**config.mk**
```make
export PLATFORM = sky130hd
export DESIGN_NAME = fc_sequencer
export DESIGN_NICKNAME = d
export VERILOG_FILES = /design/src/rtl/fc_pkg.sv /design/src/rtl/fc_cmd_channel.sv /design/src/rtl/hamming84_enc.sv /design/src/rtl/fc_sequencer.sv
export SDC_FILE = /design/constraint.sdc
export NUM_CORES = 1
export LEC_CHECK = 0
export ABC_CLOCK_PERIOD_IN_PS = 6100
export BUFFER_PORTS_ARGS = -buffer_cell sky130_fd_sc_hd__buf_2
export CAP_MARGIN = 20
export CORE_MARGIN = 1.5
export CORE_UTILIZATION = 54
export DETAILED_ROUTE_END_ITERATION = 8
export GPL_TIMING_DRIVEN = 0
export MAX_ROUTING_LAYER = met4
export PLACE_DENSITY = 0.78
export SKIP_CTS_REPAIR_TIMING = 1
export SYNTH_ARGS = -nofsm -noshare
export SYNTH_HDL_FRONTEND = slang
export SYNTH_SLANG_ARGS = --single-unit
```
**constraint.sdc**
```tcl
create_clock -name clk_bx -period 6.1 [get_ports clk_bx]
set_input_delay 0.915 -clock clk_bx [delete_from_list [all_inputs] [get_ports clk_bx]]
set_output_delay 0.915 -clock clk_bx [all_outputs]
set_load 0.1 [all_outputs]
```
**src/rtl/fc_pkg.sv**
```systemverilog
// Shared definitions for the fast-control sequencer: FC bit positions and default widths.
package fc_pkg;

   localparam int unsigned FC_BCR          = 0;
   localparam int unsigned FC_L1A          = 1;
   localparam int unsigned FC_LINK_RESET   = 2;
   localparam int unsigned FC_BUFFER_CLEAR = 3;

   localparam int unsigned FC_BITS_DEF = 8;
   localparam int unsigned NUM_CMD_DEF = 3;
   localparam int unsigned BX_W_DEF    = 12;
   localparam int unsigned PER_W_DEF   = 24;
   localparam int unsigned DT_W_DEF    = 8;

endpackage

```
**src/rtl/fc_cmd_channel.sv**
```systemverilog
// One non-L1A command channel: pending latch plus BX-match firing logic.
module fc_cmd_channel
   import fc_pkg::*;
#(
   parameter int unsigned BX_W = BX_W_DEF
) (
   input  logic            clk_bx,
   input  logic            reset,
   input  logic            req,
   input  logic            align,
   input  logic [BX_W-1:0] target,
   input  logic [BX_W-1:0] bx,
   output logic            fire_c
);

   logic pending;
   logic match_c;

   always_comb begin
      match_c = (bx == target);
      // Dropping align releases a stored request immediately
      fire_c  = align ? ((pending | req) & match_c) : (req | pending);
   end

   always_ff @(posedge clk_bx or posedge reset) begin
      if (reset) begin
         pending <= 1'b0;
      end else begin
         pending <= align & (pending | req) & ~match_c;
      end
   end

endmodule

```
**src/rtl/hamming84_enc.sv**
```systemverilog
// Hamming(8,4) SECDED encoder for one nibble. Layout: bit0..6 = codeword positions 1..7
// (parity at 1,2,4; data at 3,5,6,7), bit7 = overall parity.
module hamming84_enc (
   input  logic [3:0] data,
   output logic [7:0] code_c
);

   logic p1, p2, p4;

   always_comb begin
      p1 = data[0] ^ data[1] ^ data[3];
      p2 = data[0] ^ data[2] ^ data[3];
      p4 = data[1] ^ data[2] ^ data[3];
      code_c[6:0] = {data[3], data[2], data[1], p4, data[0], p2, p1};
      code_c[7]   = ^{data[3], data[2], data[1], p4, data[0], p2, p1};
   end

endmodule

```
**src/rtl/fc_sequencer.sv**
```systemverilog
// Fast-control word generator: BCR, command channels, periodic L1A with busy/deadtime
// suppression, Hamming(8,4)-encoded output and status counters.
module fc_sequencer
   import fc_pkg::*;
#(
   parameter int unsigned FC_BITS = FC_BITS_DEF,
   parameter int unsigned NUM_CMD = NUM_CMD_DEF,
   parameter int unsigned BX_W    = BX_W_DEF,
   parameter int unsigned PER_W   = PER_W_DEF,
   parameter int unsigned DT_W    = DT_W_DEF
) (
   input  logic                      clk_bx,
   input  logic                      reset,
   input  logic [BX_W-1:0]           orb_length,
   input  logic [NUM_CMD-1:0]        cmd_req,
   input  logic [NUM_CMD-1:0]        cmd_align,
   input  logic [NUM_CMD*BX_W-1:0]   cmd_bx,
   input  logic [PER_W-1:0]          l1a_period,
   input  logic [DT_W-1:0]           l1a_deadtime,
   input  logic                      busy,
   input  logic [FC_BITS-2-NUM_CMD:0] aux_bits,
   output logic [2*FC_BITS-1:0]      fc_stream_enc,
   output logic [BX_W-1:0]           bx_counter,
   output logic [31:0]               orbit_count,
   output logic [31:0]               l1a_count,
   output logic [15:0]               l1a_dropped
);

   localparam int unsigned NIB = FC_BITS / 4;

   logic [FC_BITS-1:0]   fc_word;
   logic [FC_BITS-1:0]   word_c;
   logic [2*FC_BITS-1:0] enc_c;
   logic [NUM_CMD-1:1]   fire_c;
   logic [PER_W-1:0]     per_cnt;
   logic [DT_W-1:0]      dt_cnt;
   logic [BX_W-1:0]      last_bx_c;
   logic                 tick_c, cand_c, issue_c, drop_c, bcr_c;
   logic                 unused_ok;

   // Channel 0 is the L1A path and has no alignment or target BX
   assign unused_ok = ^{cmd_align[0], cmd_bx[BX_W-1:0]};

   for (genvar k = 1; k < NUM_CMD; k++) begin : g_chan
      fc_cmd_channel #(.BX_W(BX_W)) u_chan (
         .clk_bx (clk_bx),
         .reset  (reset),
         .req    (cmd_req[k]),
         .align  (cmd_align[k]),
         .target (cmd_bx[k*BX_W +: BX_W]),
         .bx     (bx_counter),
         .fire_c (fire_c[k])
      );
   end

   for (genvar n = 0; n < NIB; n++) begin : g_enc
      hamming84_enc u_enc (
         .data   (fc_word[4*n +: 4]),
         .code_c (enc_c[8*n +: 8])
      );
   end

   always_comb begin
      // orb_length 0 wraps to all-ones, giving a full 2**BX_W orbit
      last_bx_c = orb_length - BX_W'(1);
      bcr_c     = (bx_counter == '0);
      tick_c    = (l1a_period != '0) && (per_cnt >= l1a_period - PER_W'(1));
      cand_c    = cmd_req[0] | tick_c;
      issue_c   = cand_c & ~busy & (dt_cnt == '0);
      drop_c    = cand_c & ~issue_c;

      word_c         = '0;
      word_c[FC_BCR] = bcr_c;
      word_c[FC_L1A] = issue_c;
      for (int k = 1; k < NUM_CMD; k++) word_c[k+1] = fire_c[k];
      word_c[FC_BITS-1:NUM_CMD+1] = aux_bits;
   end

   always_ff @(posedge clk_bx or posedge reset) begin
      if (reset) begin
         bx_counter    <= '0;
         per_cnt       <= '0;
         dt_cnt        <= '0;
         fc_word       <= '0;
         fc_stream_enc <= '0;
         orbit_count   <= '0;
         l1a_count     <= '0;
         l1a_dropped   <= '0;
      end else begin
         bx_counter    <= (bx_counter >= last_bx_c) ? '0 : bx_counter + BX_W'(1);
         per_cnt       <= tick_c ? '0 : per_cnt + PER_W'(1);
         fc_word       <= word_c;
         fc_stream_enc <= enc_c;
         if (bcr_c) orbit_count <= orbit_count + 32'd1;
         if (issue_c) begin
            l1a_count <= l1a_count + 32'd1;
            dt_cnt    <= l1a_deadtime;
         end else if (dt_cnt != '0) begin
            dt_cnt <= dt_cnt - DT_W'(1);
         end
         if (drop_c && l1a_dropped != 16'hFFFF) l1a_dropped <= l1a_dropped + 16'd1;
      end
   end

endmodule

```
==> results of run 1 <==
==> metrics by stage <==
stage	power, uW	TNS (ps)	hold WS (ps)	std cells
global route	3969	0	459.7	1199
CTS	3795	0	446.7	1197
detailed placement	2743	0	428.8	1168
floorplan	2449	0	410.8	795
global placement	2712	-73280	425.8	1166
finish	3769	0	444.7	1199
==> worst paths after layout <==
kind / start / end / slack [ps] / cells past startpoint
setup / recovery: l1a_period[6] / l1a_dropped[3]$_DFFE_PP0P_ / 720 / 16
hold / removal: fc_word[2]$_DFF_PP0_ / fc_stream_enc[5]$_DFF_PP0_ / 440 / 0
setup reg to reg: bx_counter[0]$_DFF_PP0_ / orbit_count[30]$_DFFE_PP0P_ / 2860 / 11
hold reg to reg: fc_word[2]$_DFF_PP0_ / fc_stream_enc[5]$_DFF_PP0_ / 440 / 0
min in group asynchronous: reset / orbit_count[30]$_DFFE_PP0P_ / 560 / 2
max in group asynchronous: reset / l1a_dropped[2]$_DFFE_PP0P_ / 4750 / 3
==> critical path: cells and delay by family <==
kind	cells	cell delay, ps
AOI/OAI and AO/OA	1	570
xor gates and xnor gates	2	270
adders and majority gates	1	290
buffers and inverters	3	600
and+or+nand+nor	9	3080
==> flip-flops by register name (all words and copies together), names as in the netlist <==
| name | count |
|---|---|
| fc_stream_enc | 16 |
| fc_word | 8 |
| bx_counter | 12 |
| g_chan.u_chan.pending | 2 |
| l1a_dropped | 16 |
| per_cnt | 24 |
| l1a_count | 32 |
| dt_cnt | 8 |
| orbit_count | 32 |
==> power by group through the flow <==
stage                     Clock (uW)  Combinational, uW  Sequential, uW
after floorplan                    0                490            1960
after global placement             0               1350            1360
after detailed placement           0               1380            1360
after CTS                       1060               1390            1350
after global routing            1110               1480            1380
final                           1040               1380            1350
==> cell families (layout without fill, tap and decap cells) <==
logic type | Yosys count | after routing | synth area share [%]
AO/OA/AOI/OAI | 51 | 51 | 4.291
XOR/XNOR | 177 | 177 | 19.12
adder cells (fa/ha/maj) | 45 | 45 | 6.946
buffers and inverters | 47 | 265 | 2.361
flip-flops | 150 | 150 | 46.30
multiplexers | 3 | 3 | 0.4167
other | 0 | 2 | 0
AND/OR/NAND/NOR | 322 | 322 | 20.56
==> layout make-up <==
class | instances | share of cell area (%)
Sequential cell | 150 | 37.93
Tap cell | 184 | 2.326
Inverter | 29 | 1.150
Antenna cell | 2 | 0.05057
Buffer | 18 | 0.8344
Clock inverter | 12 | 1.580
Multi-Input combinational cell | 598 | 42.05
Timing Repair Buffer | 189 | 9.785
Clock buffer | 17 | 4.298
==> layer usage <==
layer | up-vias | GRT usage (%) | wire length (um)
li1 | 3184 | - | -
met1 | 3121 | 31.56 | 7916
met2 | 166 | 40.19 | 8675
met3 | 29 | 6.418 | 1028
met4 | 0 | 8.356 | 383
met5 | - | - | 0
==> cells in the final DEF (no fill, tap or decap), drive strengths merged, types with 4 or more instances in the layout <==
master / Yosys / final
buf: 5 / 194
dfrtp: 150 / 150
xnor2: 117 / 117
nor2: 72 / 72
xor2: 60 / 60
nand2: 54 / 54
ha: 45 / 45
nand3: 45 / 45
nor3: 36 / 36
inv: 29 / 30
clkbuf: 13 / 30
nand4: 29 / 29
and3: 27 / 27
nor4: 16 / 16
a21oi: 14 / 14
and4: 10 / 10
o21ai: 9 / 9
or3: 7 / 7
clkinv: 0 / 7
o21a: 5 / 5
or4: 5 / 5
nor2b: 4 / 4
a211oi: 4 / 4
==> impl_results.md, run 1 <==
- Leakage: 0.004878 uW
- Final hold vios: 0
- Syn Std Cell Area: 8107 sq um
- Ports: 201
- Area leader, netlist: dfrtp_1
- Final Cell Area: 9897 sq um
- Synth-to-Final Area Change: 22.09%
- Rows: 44
- Most common cell in the synthesized netlist: dfrtp_1
- Startpoint types: input pin
- Gate Count Post-Synth: 795
- CORE AREA: 14590 sq um
- Die width: 125.5 um
- Unrepaired setup endpoints after global routing: false
- Yosys top cell area share: 46.30%
- Fmax: 0.1860 GHz
- DP Area: 9310 sq um
- Synth top cells by count: 150 x dfrtp_1, 117 x xnor2_1, 72 x nor2_1
- Ratio of cells with drive above 1 in the final layout: 23.20%
- Number of global-route vias before repair: 6613
- Top FF cell, synth: dfrtp_1
- Worst-Margin Slew: 712.2 ps
- CTS tree: done
- Vias: 6500
- Gpl congestion: 0.8802
- Starting DRC count in detailed routing: 323
- Cells along the critical path: buf_2 -> or4_4 -> or4b_4 -> or4b_1 -> buf_2 -> nor3_1 -> xnor2_1 -> ha_1 -> nand4_1 -> nor4_1 -> nand2_1 -> o2111ai_1 -> nand3_1 -> buf_4 -> nor3_1 -> xor2_1
- Drt drc: 0
- Outcome: complete, no violations
- NumNets Final: 1141
- Peak supply drop: 503.7 uV
- Yosys cell types: 51
- Worst skew pair latency: 430 ps
- Worst-case clock buffer depth: 2
- Crit path time final: 5375 ps
- Arr. time, crit path: 5720 ps
- Largest net degree at the start of global routing: 81
- Grt ovf: 0
- Internal power: 2147 uW
- YS warnings: 0
- Total GRT Usage: 25.24%
- Fillers: 1182
- Crit share post-route: 88.12%
- DRT Wirelength: 18000 um
- Antenna violations before repair: 2
- Clock Skew: 11.68 ps
- DP Wirelength: 13460 um
- Sw frac: 43.03%
- Clock transition at the registers of the reported paths: 60 ps
- Util after Layout: 67.84%
- WS Path Type: input pin to flip-flop
- CTS Sinks: 150
- Synth Net Count: 933
- Pwr/cell area: 380.8 nW/um^2
- Clock buffer count from CTS: 17
- Htree depth: 4
- Synthesized flop and latch total: 150
- Max_cap viols: 0
- Register area share after synthesis: 46.30%
- Root Buffer Master: clkbuf_16
- Setup WS post-layout: 724.7 ps
- Port buffer count: 187
- Slowest-stage cell, CP: o2111ai_1
- Global-route wire length before repair: 31110 um
- EDFF count, synth: 0
- Area of the multi-input gates: 4161 sq um
- Worst hold path type: flip-flop to flip-flop
- Worst-path maximum fanout: 10
- Critical Path Sink Type: flip-flop
- Full die area: 15760 sq um
- Clk pwr share: 27.6%
- Synthesized area per cell: 10.20 sq um
- Dpl ws: 255.2 ps
- Initial Utilization: 55.57%
- Worst Path Required: 6440 ps
- Final ANT Viol Nets: 0
- FF+latch area: 3754 sq um
- Die H: 125.5 um
- Final setup fails: 0
- Sw Pwr: 1622 uW
- Slew HR: 52.15%
- First-pass DRT Iterations: 4
- Combinational share of power: 36.5%
- Wire per inst: 15.01 um
- Flop pwr share: 35.9%
- Crit-path max cell delay: 570 ps
- Max Slew Vio Count: 0
- Synth top area cells: dfrtp_1 46%, xnor2_1 13%, ha_1 6.9%, xor2_1 6.5%, nor2_1 3.3%
- Ys async rst share: 100.0%
- Vias per cell: 5.421
Power figures use the tool's default switching activity.
==> run 2: changes to the inputs <==
Settings changed: CORE_ASPECT_RATIO from default to 1.1.
==> impl_results.md, run 2 (same netlist as run 1, synthesis figures left out) <==
- DRT Wirelength: 18400 um
- Clock buffer count from CTS: 17
- Setup WS post-layout: 754.4 ps
- Worst Path Required: 6440 ps
- Arr. time, crit path: 5690 ps
- Max_cap viols: 0
- Worst hold path type: flip-flop to flip-flop
- Full die area: 15760 sq um
- Commonest non-fill, non-tap cell in the layout: buf_2
- Worst-case clock buffer depth: 2
- Synth-to-Final Area Change: 22.24%
- Critical Path Sink Type: flip-flop
- Outcome: complete, no violations
- Max Slew Vio Count: 0
- DP Area: 9320 sq um
- Wire per inst: 15.20 um
- Startpoint types: input pin
- Largest delay share family, worst path: simple AND/OR/NAND/NOR gates
- Slowest-stage cell, CP: or4_4
- Ratio of cells with drive above 1 in the final layout: 23.43%
- Number of global-route vias before repair: 6497
- Vias: 6510
- Peak supply drop: 442.6 uV
- Grt ovf: 0
- CORE AREA: 14560 sq um
- Pwr/cell area: 380.9 nW/um^2
- Slew HR: 49.26%
- Htree depth: 4
- WS Path Type: input pin to flip-flop
- Port buffer count: 187
- Final ANT Viol Nets: 0
- Fmax: 0.1871 GHz
- CTS tree: done
- Total GRT Usage: 24.94%
- CTS Sinks: 150
- Most frequent cells in the layout: 191 x buf_2, 150 x dfrtp_1, 117 x xnor2_1
- Clock transition at the registers of the reported paths: 70 ps
- Final Cell Area: 9910 sq um
- R2r setup slk: 2770 ps
- Unrepaired setup endpoints after global routing: false
- Die width: 119.8 um
- Starting DRC count in detailed routing: 266
- Rows: 46
- Global-route wire length before repair: 30740 um
- Worst-path maximum fanout: 10
- Final hold slack: 440.3 ps
- Crit-path max cell delay: 550 ps
- Largest net degree at the start of global routing: 82
- Largest registers: l1a_count: 32 flops, orbit_count: 32 flops, per_cnt: 24 flops
- Dpl ws: 307.1 ps
- Clock Skew: 6.796 ps
- Bufs and invs on worst path: 3
- NumNets Final: 1141
- Antenna violations before repair: 2
- Initial Utilization: 55.67%
- Vias per cell: 5.380
- Worst-Margin Slew: 755.3 ps
- Die H: 131.5 um
- Final hold vios: 0
- Drt drc: 0
- Gpl congestion: 0.8462
- Root Buffer Master: clkbuf_16
- Crit share post-route: 87.63%
- Ports: 201
- Cells along the critical path: buf_2 -> or4_4 -> or4b_4 -> or4b_1 -> buf_2 -> nor3_1 -> xnor2_1 -> ha_1 -> nand4_1 -> nor4_1 -> nand2_1 -> o2111ai_1 -> nand3_1 -> buf_4 -> nor3_1 -> xor2_1
- First-pass DRT Iterations: 4
- Crit path time final: 5346 ps
- DP Wirelength: 13730 um
- Worst skew pair latency: 420 ps
- Leakage: 0.004876 uW
- Final setup fails: 0
-- run 2: changes by cell type in the layout (fill, tap and decap cells not counted), sizes merged --
cell / delta
clkinvlp: +1
inv: +8
bufinv: -2
clkinv: -4
-- run 2: area by class of cell --
cell class / count / area [sq um]
well taps: 192 / 240.2
flip-flops and latches: 150 / 3754
clock inverters: 15 / 158.9
diodes: 2 / 5.005
multi-input cells: 598 / 4161
inverters: 29 / 113.9
plain buffers: 18 / 82.58
fillers: 1147 / 4652
repair buffers: 189 / 968.4
clock buffers: 17 / 425.4
-- run 2: stage by stage --
stage | utilization [%] | TNS [ps] | power [uW] | std cells
5_1_grt | 68.05 | 0 | 3960 | 1210
3_3_place_gp | 63.75 | -66580 | 2714 | 1174
4_1_cts | 68.02 | 0 | 3796 | 1208
2_1_floorplan | - | 0 | 2449 | 795
6_report | 68.05 | 0 | 3774 | 1210
3_5_place_dp | 64.01 | 0 | 2753 | 1176
-- run 2: where the power goes --
group          internal (uW)  switching [uW]
sequential              1150             198
clock                    579             457
combinational            361            1030
-- run 2: worst paths after layout --
check	depth (start not counted)	startpoint	end
setup / recovery	16	l1a_period[6]	l1a_dropped[9]$_DFFE_PP0P_
hold / removal	0	fc_word[6]$_DFF_PP0_	fc_stream_enc[13]$_DFF_PP0_
setup reg to reg	11	bx_counter[0]$_DFF_PP0_	orbit_count[30]$_DFFE_PP0P_
hold reg to reg	0	fc_word[6]$_DFF_PP0_	fc_stream_enc[13]$_DFF_PP0_
max in group asynchronous	3	reset	bx_counter[4]$_DFF_PP0_
min in group asynchronous	2	reset	l1a_count[19]$_DFFE_PP0P_
-- run 2: layer usage --
metal  GRT usage, %  share of wire (%)  vias to the layer above
met3          5.469                5.9                       32
met2          41.63                 50                      176
met4          8.995                2.1                        0
li1               -                  -                     3194
met1          29.70                 42                     3108
met5              -                  0                        -
